==> src/rtl/buffer_512_to_64.sv <==
// buffer_512_to_64: width-converting FIFO, 512-bit slots in, 64-bit lanes out.
// Lane 0 of each slot is delivered first; the read side is first-word-fall-through.
module buffer_512_to_64 #(
    parameter int unsigned DEPTH = 4
) (
    input  logic         clk,
    input  logic         rst,
    input  logic         clr,
    input  logic [511:0] data_in,
    input  logic         wr_enable,
    output logic [63:0]  data_out,
    input  logic         rd_enable,
    output logic         full,
    output logic         empty,
    output logic         full_n
);

    localparam int unsigned AW = (DEPTH > 1) ? $clog2(DEPTH) : 1;
    localparam logic [AW:0] FULL_CNT = (AW + 1)'(DEPTH);

    logic [511:0]  mem_q [DEPTH];
    logic [AW-1:0] wptr_q, wptr_d;
    logic [AW-1:0] rptr_q, rptr_d;
    logic [2:0]    lane_q, lane_d;
    logic [AW:0]   count_q, count_d;

    logic          wr_acc;
    logic          rd_acc;
    logic          last_lane;
    logic [511:0]  head_word;
    logic [63:0]   head_lane;

    // Flags come only from registered occupancy, never from the enables.
    assign full   = (count_q == FULL_CNT);
    assign empty  = (count_q == '0);
    assign full_n = ~full;

    // Both accepts are gated by pre-edge flags; clr suppresses both.
    assign wr_acc    = wr_enable & ~full  & ~clr;
    assign rd_acc    = rd_enable & ~empty & ~clr;
    assign last_lane = (lane_q == 3'd7);

    // Next-state for pointers, lane index and slot count.
    always_comb begin
        wptr_d  = wptr_q;
        rptr_d  = rptr_q;
        lane_d  = lane_q;
        count_d = count_q;
        if (clr) begin
            wptr_d  = '0;
            rptr_d  = '0;
            lane_d  = '0;
            count_d = '0;
        end else begin
            if (wr_acc) begin
                wptr_d = wptr_q + 1'b1;
            end
            if (rd_acc) begin
                lane_d = lane_q + 1'b1;
                if (last_lane) begin
                    rptr_d = rptr_q + 1'b1;
                end
            end
            // A slot is released only when its lane 7 is popped.
            case ({wr_acc, rd_acc & last_lane})
                2'b10:   count_d = count_q + 1'b1;
                2'b01:   count_d = count_q - 1'b1;
                default: count_d = count_q;
            endcase
        end
    end

    // Pointer/occupancy registers with asynchronous active-low reset.
    always_ff @(posedge clk or negedge rst) begin
        if (!rst) begin
            wptr_q  <= '0;
            rptr_q  <= '0;
            lane_q  <= '0;
            count_q <= '0;
        end else begin
            wptr_q  <= wptr_d;
            rptr_q  <= rptr_d;
            lane_q  <= lane_d;
            count_q <= count_d;
        end
    end

    // Slot storage; contents are deliberately left untouched by reset and clr.
    always_ff @(posedge clk) begin
        if (wr_acc) begin
            mem_q[wptr_q] <= data_in;
        end
    end

    assign head_word = mem_q[rptr_q];

    // Select the current lane of the head slot.
    always_comb begin
        head_lane = '0;
        for (int unsigned i = 0; i < 8; i++) begin
            if (lane_q == 3'(i)) begin
                head_lane = head_word[i*64 +: 64];
            end
        end
    end

    assign data_out = empty ? '0 : head_lane;

endmodule

==> config.mk <==
export PLATFORM = sky130hd
export DESIGN_NAME = buffer_512_to_64
export DESIGN_NICKNAME = d
export VERILOG_FILES = /design/src/rtl/buffer_512_to_64.sv
export SDC_FILE = /design/constraint.sdc
export NUM_CORES = 2
export LEC_CHECK = 0
export ABC_AREA = 1
export CORE_UTILIZATION = 50
export CTS_CLUSTER_DIAMETER = 120
export DETAILED_ROUTE_END_ITERATION = 7
export DONT_BUFFER_PORTS = 1
export PLACE_DENSITY = 0.63
export SLEW_MARGIN = 25
export SYNTH_ARGS = -nofsm -noshare
export SYNTH_HDL_FRONTEND = slang
export SYNTH_SLANG_ARGS = --single-unit
==> constraint.sdc <==
create_clock -name clk -period 25.7 [get_ports clk]
set_clock_uncertainty 0.15 [all_clocks]
set_input_delay 5.14 -clock clk [delete_from_list [all_inputs] [get_ports clk]]
set_output_delay 5.14 -clock clk [all_outputs]
set_load 0.01 [all_outputs]
==> impl_metrics.ini <==
[timing]
max_clock_freq_ghz = 0.0834
hold_violations = 0
setup_ws_ps = 13710
slew_headroom_pct = 24.7
timing.final.crit_share_pct = 46.7
worstMarginPinSlew_ps = 1130
whs_ps = 496
setup_viol = 0
drv_slew = 0
rsz0062_at_grt = false
fin_setup_tns_ps = 0
period_minus_slack_ps = 11990

[synth]
yosysSeqAreaShare_pct = 73.7
yosys.area.top_type_share_pct = 73.4
synth_area_um2 = 83800
synth_edf_count = 2048
syn-num-nets = 7521
ys_types = 27
synthTopCellsByCount = 2,237 x nand2_1, 2,048 x edfxtp_1, 633 x nand3_1
yosys-top-cells-area = edfxtp_1 73%, nand2_1 10%, nand3_1 3.8%
avgSynthCellArea_um2 = 12.0
ys_ff_latch = 2058
synth_area_leader_cell = edfxtp_1
yosysMostFrequentCell = nand2_1
yosys_warnings = 0
synthFlopType = edfxtp_1
syn_inst = 6993
synthArstFlopShare_pct = 0.486

[cts]
clk_pin_slew_ps = 60
cts_resized = 0
cts_tree = built
clockRootBuffer = clkbuf_16
clockBufferDepth = 3
clk_latency_ps = 840
holdBufCountCts = 0
cts_buffers = 209
ctsHtreeMaxLevel = 4
cts_setup_buffers = 0
clock_sinks = 2058

[critical_path]
cpPeakStageDelay_ps = 890
cp-start-kind = register
arrival_ps = 6700
path_class = register to output pin
worstPathCellList = inv_16 -> buf_4 -> buf_4 -> buf_4 -> nand2_1 -> nand3_1 -> nand3_1 -> nand2_1 -> nand2_1 -> nand2_1 -> nand2_1 -> nand2_1 -> nand2_1 -> nand2_1 -> nand2_1 -> a21oi_1
endpoint_kind = output pin
required_ps = 20410
worst-path-max-fanout = 227
path_common_cell = nand2_1
worst-path-buf-inv = 4
critPathSlowestCell = buf_4
critical_path.top_delay_family = buffers and inverters

[floorplanning]
dieArea_um2 = 169000
die_y_um = 411
ios = 584
core_um2 = 166000
die_x_um = 411
initial_core_util_pct = 50.6
placementRows = 149

[place]
numPortBuffers = 0
dp_hpwl_um = 157000
globalplace.congestion = 0.828
place_ws_ps = 14540
placed_cells = 8826
post_dp_cell_area_um2 = 85300

[routing]
ant_nets = 0
wire_per_inst_um = 26.8
drtIter0Drc = 6118
drc_errors = 0
vias = 53000
drt-vias-per-instance = 5.73
dr.pass1.iters = 6
routed_wl_um = 248000

[hold_path]
min_path_type = register to register

[finish]
drive_gt1_share_pct = 5.46
postLayoutCoreUtil_pct = 55.6
nets = 7377
fin_area_um2 = 92100
area_growth_syn_to_layout_pct = 9.84
layout.cells.non_filler = 9246

[pwr]
peakVddDrop_uv = 73.7
power_mw = 7.36
leakagePower_nw = 33.5
p_per_area_nw_per_um2 = 80.0

[global_routing]
track_usage_pct = 28.9
gr-total-overflow = 0
antenna_found_initial = 40
grt_max_degree = 228
grt_pass1_wl_um = 352000
grt_pass1_vias = 49400

[outcome]
status = finished, final reports clean

[job]
maxCapViolations = 0
kinds of logic (layout without fill, tap and decap cells):
logic type	after synthesis	after routing	synth area share, %
AO/OA/AOI/OAI	857	857	6.45
flip-flops	2058	2058	73.7
other	0	44	0
buffers and inverters	849	869	4.34
adder cells (fa/ha/maj)	11	11	0.173
XOR/XNOR	2	2	0.0209
AND/OR/NAND/NOR	3216	3216	15.4
registers in the layout, indices dropped and copies added, names as in the netlist:
signal / cells
count_q: 3
mem_q: 2048
wptr_q: 2
lane_q: 3
rptr_q: 2
worst register-to-register path, cell delays in order, from the launching register on:
cell	delay, ps
dfrtp_1	390
inv_1	110
nor3_1	150
inv_1	160
nand2_1	170
nor2_1	290
inv_1	250
nor2_4	700
buf_4	850
buf_4	810
buf_4	920
cell type report:
class,count,area (um^2)
repair buffers,84,749
fillers,13500,73700
multi-input cells,4086,18500
clock buffers,261,5510
well taps,2189,2740
clock inverters,114,1100
inverters,410,1570
diodes,44,110
flip-flops and latches,2058,61800
path summary, 6_finish.rpt:
check                                  startpoint                      to  slack [ps]  cells after the start
setup / recovery            rptr_q[0]$_DFFE_PN0P_            data_out[20]       13710                     16
hold / removal             count_q[1]$_DFFE_PN0P_  count_q[1]$_DFFE_PN0P_         500                      2
setup reg to reg           count_q[2]$_DFFE_PN0P_  mem_q[0][80]$_DFFE_PP_       20320                     10
hold reg to reg            count_q[1]$_DFFE_PN0P_  count_q[1]$_DFFE_PN0P_         500                      2
max in group asynchronous                     rst   rptr_q[0]$_DFFE_PN0P_       21460                      0
min in group asynchronous                     rst  count_q[2]$_DFFE_PN0P_        3840                      0
routing by layer:
metal	share of wire, %	routed length, um	global-route usage (%)	vias to the layer above
met3	12	29500	11.3	386
met2	44	110000	42.7	2181
met4	3.5	8680	9.96	40
met5	0.12	299	0	-
met1	40	99400	39.1	26100
li1	-	-	-	24200
report_power, final:
| group | internal (mW) | total, mW | switching, mW |
|---|---|---|---|
| clock | 1.70 | 2.96 | 1.26 |
| sequential | 3.81 | 3.84 | 0.0219 |
| combinational | 0.110 | 0.568 | 0.458 |
| total | 5.63 | 7.36 | 1.74 |
cell usage in the layout, fill, tap and decap left out, drive strengths merged, types with 126 or more instances in the layout:
master,Yosys,layout
inv,409,414
nand2,2237,2237
o21ai,341,341
nor2,344,344
a21oi,257,257
edfxtp,2048,2048
nand3,633,633
o221ai,126,126
a32o,126,126
clkbuf,165,261
No activity file was read; power rests on OpenSTA's default activity.
